<file path="src/rtl/ad7357_pkg.sv">
// Shared frame geometry, FSM state type and frame-building helper for the
// AD7357 responder-side emulator.
package ad7357_pkg;

    // Sample width, leading-zero count and total SDATA frame length.
    localparam int unsigned AD7357_DATA_W     = 14;
    localparam int unsigned AD7357_LEAD_ZEROS = 2;
    localparam int unsigned AD7357_FRAME_LEN  = AD7357_LEAD_ZEROS + AD7357_DATA_W;

    // Width of the per-frame bit counter.
    localparam int unsigned AD7357_CNT_W = $clog2(AD7357_FRAME_LEN);

    typedef enum logic [1:0] {
        IDLE,
        SHIFT,
        TRAIL
    } ad7357_state_e;

    // Full serial frame for one channel, MSB first: leading zeros then sample.
    function automatic logic [AD7357_FRAME_LEN-1:0] ad7357_frame(
        input logic [AD7357_DATA_W-1:0] sample
    );
        return {{AD7357_LEAD_ZEROS{1'b0}}, sample};
    endfunction

endpackage

</file>
<file path="src/rtl/ad7357_emu_ramp.sv">
// Internal test-pattern source: a free-running 14-bit counter that advances
// once per frame start. A carries the count, B its bitwise complement.
module ad7357_emu_ramp
    import ad7357_pkg::*;
(
    input  logic                     i_sclk,
    input  logic                     i_rst,
    input  logic                     i_advance,
    output logic [AD7357_DATA_W-1:0] o_ramp_a,
    output logic [AD7357_DATA_W-1:0] o_ramp_b
);

    logic [AD7357_DATA_W-1:0] count_q;
    logic [AD7357_DATA_W-1:0] count_d;

    // Advance on strobe; natural wrap from all-ones back to zero.
    always_comb begin
        count_d = count_q;
        if (i_advance) begin
            count_d = count_q + 1'b1;
        end
    end

    // Counter register.
    always_ff @(posedge i_sclk) begin
        if (i_rst) begin
            count_q <= '0;
        end else begin
            count_q <= count_d;
        end
    end

    assign o_ramp_a = count_q;
    assign o_ramp_b = ~count_q;

endmodule

</file>
<file path="src/rtl/ad7357_emu.sv">
// Responder-side model of the AD7357 dual serial ADC. Runs entirely on the
// host's SCLK. A frame starts on the first posedge that sees CS_n low; each
// following posedge shifts out one bit per channel (2 zeros + 14 data bits),
// then zeros are driven until CS_n rises.
//
// Build option: define AD7357_EMU_RAMP_EN to replace the upstream valid/ready
// source with an internal ramp (A = count, B = ~count).
module ad7357_emu
    import ad7357_pkg::*;
(
    input  logic                     i_sclk,
    input  logic                     i_rst,
    input  logic                     i_cs_n,
    output logic                     o_sdata_a,
    output logic                     o_sdata_b,
    output logic                     o_sdata_oe,
    input  logic [AD7357_DATA_W-1:0] i_sample_a,
    input  logic [AD7357_DATA_W-1:0] i_sample_b,
    input  logic                     i_valid,
    output logic                     o_ready,
    output logic                     o_underrun,
    output logic                     o_abort,
    output logic                     o_done
);

    ad7357_state_e state_q, state_d;
    logic [AD7357_CNT_W-1:0]     cnt_q, cnt_d;
    logic [AD7357_FRAME_LEN-1:0] shift_a_q, shift_a_d;
    logic [AD7357_FRAME_LEN-1:0] shift_b_q, shift_b_d;
    logic sdata_a_q, sdata_a_d;
    logic sdata_b_q, sdata_b_d;
    logic oe_q, oe_d;
    logic underrun_q, underrun_d;
    logic abort_q, abort_d;
    logic done_q, done_d;

    // Pair to load at frame start and whether it is fresh.
    logic [AD7357_DATA_W-1:0]    src_a, src_b;
    logic                        src_fresh;
    logic [AD7357_FRAME_LEN-1:0] frame_a, frame_b;
    logic                        frame_start;

    assign frame_start = (state_q == IDLE) && !i_cs_n;
    assign frame_a     = ad7357_frame(src_a);
    assign frame_b     = ad7357_frame(src_b);

`ifdef AD7357_EMU_RAMP_EN

    // Upstream port is ignored in ramp mode.
    logic unused_upstream;
    assign unused_upstream = ^{i_sample_a, i_sample_b, i_valid};

    ad7357_emu_ramp u_ramp (
        .i_sclk    (i_sclk),
        .i_rst     (i_rst),
        .i_advance (frame_start),
        .o_ramp_a  (src_a),
        .o_ramp_b  (src_b)
    );

    // The ramp always has a fresh pair, so underrun can never occur.
    assign src_fresh = 1'b1;
    assign o_ready   = 1'b0;

`else

    logic                     hold_valid_q, hold_valid_d;
    logic [AD7357_DATA_W-1:0] hold_a_q, hold_a_d;
    logic [AD7357_DATA_W-1:0] hold_b_q, hold_b_d;
    logic [AD7357_DATA_W-1:0] last_a_q, last_a_d;
    logic [AD7357_DATA_W-1:0] last_b_q, last_b_d;
    logic                     ready_q, ready_d;
    logic                     transfer;

    assign transfer = i_valid && ready_q;

    // Holding register: consumed at frame start, refilled by the handshake.
    // A transfer can only happen while empty, so it never collides with a
    // consume in the same cycle; it lands for the next frame.
    always_comb begin
        hold_valid_d = hold_valid_q;
        hold_a_d     = hold_a_q;
        hold_b_d     = hold_b_q;
        last_a_d     = last_a_q;
        last_b_d     = last_b_q;
        if (frame_start && hold_valid_q) begin
            hold_valid_d = 1'b0;
            last_a_d     = hold_a_q;
            last_b_d     = hold_b_q;
        end
        if (transfer) begin
            hold_valid_d = 1'b1;
            hold_a_d     = i_sample_a;
            hold_b_d     = i_sample_b;
        end
        ready_d = !hold_valid_d;
    end

    // Holding and last-pair registers.
    always_ff @(posedge i_sclk) begin
        if (i_rst) begin
            hold_valid_q <= 1'b0;
            hold_a_q     <= '0;
            hold_b_q     <= '0;
            last_a_q     <= '0;
            last_b_q     <= '0;
            ready_q      <= 1'b1;
        end else begin
            hold_valid_q <= hold_valid_d;
            hold_a_q     <= hold_a_d;
            hold_b_q     <= hold_b_d;
            last_a_q     <= last_a_d;
            last_b_q     <= last_b_d;
            ready_q      <= ready_d;
        end
    end

    // Without a fresh pair the previous one is replayed.
    assign src_fresh = hold_valid_q;
    assign src_a     = hold_valid_q ? hold_a_q : last_a_q;
    assign src_b     = hold_valid_q ? hold_b_q : last_b_q;
    assign o_ready   = ready_q;

`endif

    // Frame FSM next state and registered serial outputs.
    always_comb begin
        state_d    = state_q;
        cnt_d      = cnt_q;
        shift_a_d  = shift_a_q;
        shift_b_d  = shift_b_q;
        sdata_a_d  = 1'b0;
        sdata_b_d  = 1'b0;
        oe_d       = 1'b0;
        underrun_d = 1'b0;
        abort_d    = 1'b0;
        done_d     = 1'b0;
        case (state_q)
            IDLE: begin
                if (!i_cs_n) begin
                    // Bit 0 goes out on this same edge; the rest queue behind it.
                    state_d    = SHIFT;
                    cnt_d      = AD7357_CNT_W'(1);
                    sdata_a_d  = frame_a[AD7357_FRAME_LEN-1];
                    sdata_b_d  = frame_b[AD7357_FRAME_LEN-1];
                    shift_a_d  = frame_a << 1;
                    shift_b_d  = frame_b << 1;
                    oe_d       = 1'b1;
                    underrun_d = !src_fresh;
                end
            end
            SHIFT: begin
                if (i_cs_n) begin
                    state_d = IDLE;
                    abort_d = 1'b1;
                end else begin
                    oe_d      = 1'b1;
                    sdata_a_d = shift_a_q[AD7357_FRAME_LEN-1];
                    sdata_b_d = shift_b_q[AD7357_FRAME_LEN-1];
                    shift_a_d = shift_a_q << 1;
                    shift_b_d = shift_b_q << 1;
                    cnt_d     = cnt_q + 1'b1;
                    if (cnt_q == AD7357_CNT_W'(AD7357_FRAME_LEN - 1)) begin
                        state_d = TRAIL;
                    end
                end
            end
            TRAIL: begin
                if (i_cs_n) begin
                    state_d = IDLE;
                    done_d  = 1'b1;
                end else begin
                    oe_d = 1'b1;
                end
            end
            default: begin
                state_d = IDLE;
            end
        endcase
    end

    // FSM state and output registers.
    always_ff @(posedge i_sclk) begin
        if (i_rst) begin
            state_q    <= IDLE;
            cnt_q      <= '0;
            shift_a_q  <= '0;
            shift_b_q  <= '0;
            sdata_a_q  <= 1'b0;
            sdata_b_q  <= 1'b0;
            oe_q       <= 1'b0;
            underrun_q <= 1'b0;
            abort_q    <= 1'b0;
            done_q     <= 1'b0;
        end else begin
            state_q    <= state_d;
            cnt_q      <= cnt_d;
            shift_a_q  <= shift_a_d;
            shift_b_q  <= shift_b_d;
            sdata_a_q  <= sdata_a_d;
            sdata_b_q  <= sdata_b_d;
            oe_q       <= oe_d;
            underrun_q <= underrun_d;
            abort_q    <= abort_d;
            done_q     <= done_d;
        end
    end

    assign o_sdata_a  = sdata_a_q;
    assign o_sdata_b  = sdata_b_q;
    assign o_sdata_oe = oe_q;
    assign o_underrun = underrun_q;
    assign o_abort    = abort_q;
    assign o_done     = done_q;

endmodule

</file>
<file path="config.mk">
export PLATFORM = sky130hd
export DESIGN_NAME = ad7357_emu
export DESIGN_NICKNAME = d
export VERILOG_FILES = /design/src/rtl/ad7357_pkg.sv /design/src/rtl/ad7357_emu_ramp.sv /design/src/rtl/ad7357_emu.sv
export SDC_FILE = /design/constraint.sdc
export NUM_CORES = 1
export LEC_CHECK = 0
export ABC_CLOCK_PERIOD_IN_PS = 3900
export CAP_MARGIN = 20
export CORE_MARGIN = 2
export CORE_UTILIZATION = 63
export CTS_BUF_LIST = sky130_fd_sc_hd__clkbuf_4
export DETAILED_ROUTE_END_ITERATION = 12
export PLACE_DENSITY = 0.87
export RECOVER_POWER = 25
export SYNTH_ARGS = -nofsm -noshare
export SYNTH_HDL_FRONTEND = slang
export SYNTH_SLANG_ARGS = --single-unit
</file>
<file path="constraint.sdc">
create_clock -name i_sclk -period 3.9 [get_ports i_sclk]
set_clock_uncertainty 0.2 [all_clocks]
set_input_delay 0.975 -clock i_sclk [delete_from_list [all_inputs] [get_ports i_sclk]]
set_output_delay 0.975 -clock i_sclk [all_outputs]
set_load 0.005 [all_outputs]
</file>
## Word-level counts from Yosys, hierarchy flattened

Index checks and enable logic that the tools add are counted.

- Register bits after elaboration: 102
- Word-level logic and storage cells: 64

- $add $sub $neg: 1
- Equality and inequality tests: 7
- Muxes and demuxes: 20
- Bitwise logic cells: 4
- Reductions and logical operators: 16

Operator list:

| cell | count |
|---|---|
| $mux 16 | 4 |
| $pmux 16 s2 | 2 |
| $mux 14 | 2 |
| $reduce_or 3->1 | 3 |
| $mux 2 | 4 |
| $mux 4 | 2 |
| $pmux 4 s2 | 1 |
| $ne 2x2->1 const B | 3 |
| $pmux 2 s3 | 1 |
| $reduce_and 3->1 | 2 |
| $reduce_or 2->1 | 3 |
| $add 4x1->4 const B | 1 |
| $eq 4x4->1 const B | 1 |
| $mux 1 | 4 |
| $not 1->1 | 4 |
| $logic_and 1x1->1 | 3 |
| $logic_not 1->1 | 3 |
| $ne 3x3->1 const B | 1 |
| $eq 2x1->1 const B | 1 |
| $eq 2x2->1 const B | 1 |
| $logic_not 2->1 | 1 |
| $reduce_bool 2->1 | 1 |

## Depth between registers and ports, before layout

Gate-level depths: netlist of the first run.

- Word-level depth: 6
- Gate-level depth with buffers: 6
- Mapped depth without buffers: 4

## Worst setup path after synthesis of the first run

No wires, ideal clock.

- Path kind: in2reg
- Start point: in i_rst
- End point: reg shift_b_q[1]
- Library setup time: 122 ps
- Arrival time: 1,868 ps
- Required time: 3,578 ps
- Setup slack: 1,710 ps
- Cell stages on the path: 4
- Buffers on the path: 1
- Path through: clkbuf_1 nor4_2 and2b_2 a221o_1

RTL lines:

| item | RTL line | source |
|---|---|---|
| start: declaration | ad7357_emu.sv:12 | `input logic i_rst,` |
| end signal: assignment | ad7357_emu.sv:199 | `shift_b_q <= shift_b_d;` |
| end: declaration | ad7357_emu.sv:29 | `logic [AD7357_FRAME_LEN-1:0] shift_b_q, shift_b_d;` |

==> results of run 1 <==
==> power groups by stage <==
stage	clock network [uW]	registers (uW)	logic, uW
final	600	1090	185
after global routing	658	1090	205
after CTS	614	1090	185
after detailed placement	0	1110	184
after global placement	0	1110	179
after floorplan	0	1100	123
==> flip-flops by register name (all words and copies together), names as in the netlist <==
signal / flops
cnt_q: 4
o_sdata_b: 1
o_sdata_oe: 1
shift_a_q: 15
hold_a_q: 14
o_sdata_a: 1
last_b_q: 14
o_underrun: 1
hold_valid_q: 1
o_ready: 1
o_abort: 1
state_q: 2
o_done: 1
hold_b_q: 14
last_a_q: 14
shift_b_q: 15
==> tightest hold or removal path, cell delays in order, from the launching register on <==
cell and delay (ps):
dfxtp_1 340, nand2_1 50, nor3_1 40
==> cells by family (layout without fill, tap and decap cells) <==
| kind of cell | after synthesis | count (layout) |
|---|---|---|
| AND/OR/NAND/NOR | 214 | 214 |
| adder cells (fa/ha/maj) | 1 | 1 |
| AO/OA/AOI/OAI | 111 | 111 |
| flip-flops | 100 | 100 |
| buffers and inverters | 44 | 65 |
==> metrics by stage <==
stage / hold WS [ps] / area (um^2) / power [uW] / instances / util [%]
floorplan: 214 / 4090 / 1230 / 470 / -
global placement: 223 / 4450 / 1290 / 553 / 70.6
detailed placement: 242 / 4450 / 1290 / 553 / 70.6
CTS: 261 / 4610 / 1890 / 568 / 73.0
finish: 256 / 4610 / 1870 / 568 / 73.0
global route: 279 / 4610 / 1960 / 568 / 73.0
==> cells in the mapped netlist (all sizes together) <==
master   instances
nand3b           3
buf             22
o2bb2ai         12
nor4b            2
o21a             1
nor4            14
and3b            2
nand3            3
a211o            1
a31oi            2
and3             4
a221o            2
or4b             1
clkbuf          22
o211ai           1
nand4b           1
nor4bb          12
nor2b           16
o21ai            2
nor2            15
or2              1
a21o             1
ha               1
nor3             3
a221oi          12
a21oi           62
a211oi          15
and2b            1
nand2          121
and2             1
or3              1
nor3b           13
dfxtp          100
==> layer usage <==
| metal | track usage, % | vias up |
|---|---|---|
| met5 | 0 | - |
| met2 | 40.8 | 80 |
| met3 | 6.00 | 9 |
| met4 | 8.66 | 0 |
| met1 | 32.9 | 1576 |
| li1 | - | 1681 |
==> cell type report <==
class,count,area [um^2],share of cell area (%)
sequential,100,2000,43.4
multi-input combinational,326,1880,40.7
timing repair buffer,50,477,10.3
clock buffer,13,97.6,2.12
tap,77,96.3,2.09
clock inverter,2,60.1,1.30
==> worst paths after layout <==
| check | start | endpoint | slack, ps | cells after the start |
|---|---|---|---|---|
| hold reg to reg | shift_b_q[15]$_SDFFE_PP0P_ | o_sdata_b$_SDFF_PP0_ | 260 | 2 |
| setup / recovery | i_rst | shift_a_q[1]$_SDFFE_PP0P_ | 1080 | 4 |
| setup reg to reg | state_q[1]$_SDFFE_PP0P_ | shift_a_q[6]$_SDFFE_PP0P_ | 1520 | 4 |
| hold / removal | shift_b_q[15]$_SDFFE_PP0P_ | o_sdata_b$_SDFF_PP0_ | 260 | 2 |
==> impl_metrics.tcl, run 1 <==
set metrics [dict create \
    worst_slack_ps 1080 \
    grt_max_degree 70 \
    clockBufferDepth 2 \
    cts_sinks 100 \
    synth_top_area_share_pct 48.9 \
    path_buf_inv 1 \
    synth_fa_ha_area_share_pct 0.306 \
    p_clk_share_pct 32.0 \
    slowest_delay_ps 1050 \
    synth_seq_cells 100 \
    setup-tns-final_ps 0 \
    numPortBuffers 38 \
    wl_met2_um 4190 \
    power_frac_comb_pct 9.9 \
    tritoncts "yes" \
    vias 3346 \
    slowest_stage "clkbuf_1" \
    p_int_uw 1430 \
    drtIter0Drc 265 \
    slew_viol_final 0 \
    wirelength_um 8440 \
    core_um2 6310 \
    peakVddDrop_v 0.000291 \
    routed.top_layer "met4" \
    die_h_um 84.6 \
    post-cts-setup-buffer-count 0 \
    crit_chain "clkbuf_1 > nor4_2 > and2b_2 > a221o_1" \
    holdBufCountCts 0 \
    yosysUniqueCellTypes 39 \
    htreeDepth 3 \
    critPathCaptureType "flop" \
    layout_commonest_cell "nand2_1" \
    drc_errors 0 \
    p_leak_uw 0.00158 \
    final_cell_mix "nand2_1, dfxtp_1, a21oi_1" \
    cts_resized 0 \
    grt_use_total_pct 25.1 \
    wl_met3_um 350 \
    synthCells 470 \
    finalWeightedCongestion 0.754 \
    slew_headroom_pct 1.25 \
    drv_cap 0 \
    crit_fanout 32 \
    root_buffer "clkbuf_4" \
    yosys_warnings 0 \
    synth_area_um2 4090 \
    nNetsFinal 520 \
    dp_hpwl_um 5310 \
    p_per_area_nw_per_um2 406 \
    rsz0062_at_grt "false" \
    netSwitchingPower_uw 446 \
    crit_family "buffers and inverters" \
    wl_met1_um 3820 \
    critPathLaunchType "primary input" \
    start_util_pct 64.8 \
    power_frac_seq_pct 58.1 \
    synth-compound-area-share_pct 18.8 \
    status "completed" \
    insertion_delay_ps 430 \
    synth_mux_area_share_pct 0 \
    hold_viol_final 0 \
    post_drt_wl_per_cell_um 14.9 \
    areaGrowthSynthToFinish_pct 12.6 \
    synth_top_family_by_area "simple AND/OR/NAND/NOR gates" \
    die_area_um2 7160 \
    grt_overflow 0 \
    crit_type "in2reg" \
    fin_crit_sh_pct 72.4 \
    num_antenna_cells 0 \
    cts_made_buffers 9 \
    num_rows 29 \
    grt_pass1_wl_um 14700 \
    synth_area_leaders "dfxtp_1, nand2_1, a21oi_1" \
    fmax_ghz 0.354 \
    period_minus_slack_ps 2820 \
    place_ws_ps 901 \
    yosysTopAreaCell "dfxtp_1" \
    drive_above_1_share_pct 8.15 \
    syn_avg_cell_area_um2 8.71 \
    path_clk_slew_ps 140 \
    nFillCells 481 \
    grt_antenna_before_repair 0 \
    syn_nets 503 \
    drtPass1Iterations 4 \
    yosysSeqAreaShare_pct 48.9 \
    avgViaCountPerCell 5.89 \
    die_w_um 84.6 \
    cp_data_required_time_ps 4030 \
    sw_frac_of_total_pct 23.8 \
    tightestPinTransition_ps 1480 \
    synthSimpleGateAreaFrac_pct 26.6 \
    ios 39 \
    holdCritPathClass "reg2reg" \
    setup_viol 0 \
    grt_pass1_vias 3163 \
    yosys.area_share.xor_xnor_pct 0 \
    ant_nets 0 \
    cp.arrival_ps 2960 \
]
Note: power is estimated with default switching activity, not from simulation.
==> run 2, diff against run 1 <==
ABC_CLOCK_PERIOD_IN_PS = 2600   (was 3900)
CORE_UTILIZATION = 59   (was 63)
PLACE_DENSITY = 0.82   (was 0.87)
clock period = 2.6 ns   (was 3.9 ns; I/O delays follow)
==> impl_metrics.tcl, run 2 (synthesis results as in run 1) <==
set metrics [dict create \
    reg2reg_to "shift_a_q[11]$_SDFFE_PP0P_" \
    clockBufferDepth 2 \
    reg.largest.list "shift_a_q: 15 flops, shift_b_q: 15 flops" \
    cts_resized 0 \
    cts_made_buffers 9 \
    post-cts-setup-buffer-count 0 \
    path_buf_inv 1 \
    fin_crit_sh_pct 85.8 \
    drc_errors 0 \
    p_per_area_nw_per_um2 556 \
    slowest_stage "clkdlybuf4s50_1" \
    ant_nets 0 \
    peakVddDrop_v 0.000402 \
    setup_viol 0 \
    drtPass1Iterations 4 \
    start_util_pct 60.6 \
    htreeDepth 3 \
    tritoncts "yes" \
    multi_input_area_um2 1880 \
    slowest_delay_ps 530 \
    critPathLaunchType "flop" \
    period_minus_slack_ps 2230 \
    crit_chain "clkdlybuf4s50_1" \
    die_w_um 87.3 \
    worstRegToRegCells 5 \
    whs_ps 248 \
    core_um2 6760 \
    cts_sinks 100 \
    post_drt_wl_per_cell_um 14.8 \
    fmax_ghz 0.448 \
    holdCritPathClass "reg2reg" \
    wirelength_um 8580 \
    nNetsFinal 529 \
    grt_overflow 0 \
    avgViaCountPerCell 5.87 \
    slew_viol_final 0 \
    ios 39 \
    grt_antenna_before_repair 0 \
    num_rows 30 \
    sw_frac_of_total_pct 26.3 \
    critPathCaptureType "output port" \
    hold_viol_final 0 \
    final-seq-area_um2 2000 \
    vias 3408 \
    die_h_um 87.3 \
    die_area_um2 7620 \
    cp.arrival_ps 1380 \
    rsz0062_at_grt "false" \
    nFillCells 532 \
    slew_headroom_pct 56.1 \
    hold_depth 2 \
    grt_use_total_pct 24.0 \
    layout_commonest_cell "nand2_1" \
    tightestPinTransition_ps 658 \
    grt_pass1_vias 3193 \
    areaGrowthSynthToFinish_pct 13.6 \
    r2r_setup_slack_ps 690 \
    num_antenna_cells 0 \
    drive_above_1_share_pct 9.38 \
    min-delay-start "shift_b_q[15]$_SDFFE_PP0P_" \
    root_buffer "clkbuf_4" \
    grt_pass1_wl_um 14600 \
    drv_cap 0 \
    min_to "o_sdata_b$_SDFF_PP0_" \
    netSwitchingPower_uw 681 \
    p_int_uw 1910 \
    finalWeightedCongestion 0.771 \
    power_frac_seq_pct 63.1 \
    holdBufCountCts 0 \
    power_frac_comb_pct 11.4 \
    p_clk_share_pct 25.5 \
    crit_type "reg2out" \
    cp_data_required_time_ps 1750 \
    insertion_delay_ps 440 \
    setup-tns-final_ps 0 \
    status "completed" \
    final_cell_mix "nand2_1, dfxtp_1, a21oi_1" \
    drtIter0Drc 228 \
    path_clk_slew_ps 140 \
    numPortBuffers 38 \
    crit_fanout 3 \
    grt_max_degree 100 \
    dp_hpwl_um 5440 \
    crit_family "buffers and inverters" \
    timing.rr.start "state_q[0]$_SDFFE_PP0P_" \
    p_leak_uw 0.00161 \
]
-- run 2: layout make-up --
class,count,share of cell area [%]
flip-flops and latches,100,43.1
multi-input cells,326,40.4
repair buffers,59,12.2
well taps,80,2.15
clock buffers,9,1.45
clock inverters,7,0.727
-- run 2: worst register-to-register path, stage by stage (launching register included) --
cell and delay, ps:
dfxtp_1 550, buf_4 370, nor4b_4 100, buf_12 220, a221oi_2 260, o2bb2ai_1 100
-- run 2: metal layers --
metal	global-route usage, %	routed length (um)	vias to the layer above
li1	-	-	1707
met1	31.7	4060	1631
met2	38.6	4080	57
met3	4.08	276	13
met4	10.5	157	0
met5	0	0	-
-- run 2: through the flow --
step                total power (uW)  cell area (um^2)  util, %  setup slack, ps  instances
finish                          2590              4650     68.8              370        581
floorplan                       1840              4090        -              735        470
CTS                             2600              4650     68.9              367        581
global placement                1950              4550     67.4              197        565
global route                    2690              4650     68.8              346        581
detailed placement              1960              4550     67.4              125        565
-- run 2: power by group through the flow --
| stage | combinational (uW) | sequential (uW) | clock (uW) |
|---|---|---|---|
| floorplan | 185 | 1650 | 0 |
| global placement | 287 | 1660 | 0 |
| detailed placement | 296 | 1670 | 0 |
| CTS | 297 | 1630 | 669 |
| global route | 326 | 1640 | 728 |
| finish | 296 | 1630 | 659 |
-- run 2: how the worst max path moves through the flow --
stage / start / endpoint / cells after the start
2_1_floorplan: i_rst / shift_b_q[1]$_SDFFE_PP0P_ / 4
3_3_place_gp: i_cs_n / shift_a_q[3]$_SDFFE_PP0P_ / 6
3_5_place_dp: i_cs_n / shift_a_q[8]$_SDFFE_PP0P_ / 6
4_1_cts: o_ready$_SDFF_PP1_ / o_ready / 1
5_1_grt: o_ready$_SDFF_PP1_ / o_ready / 1
6_report: o_ready$_SDFF_PP1_ / o_ready / 1
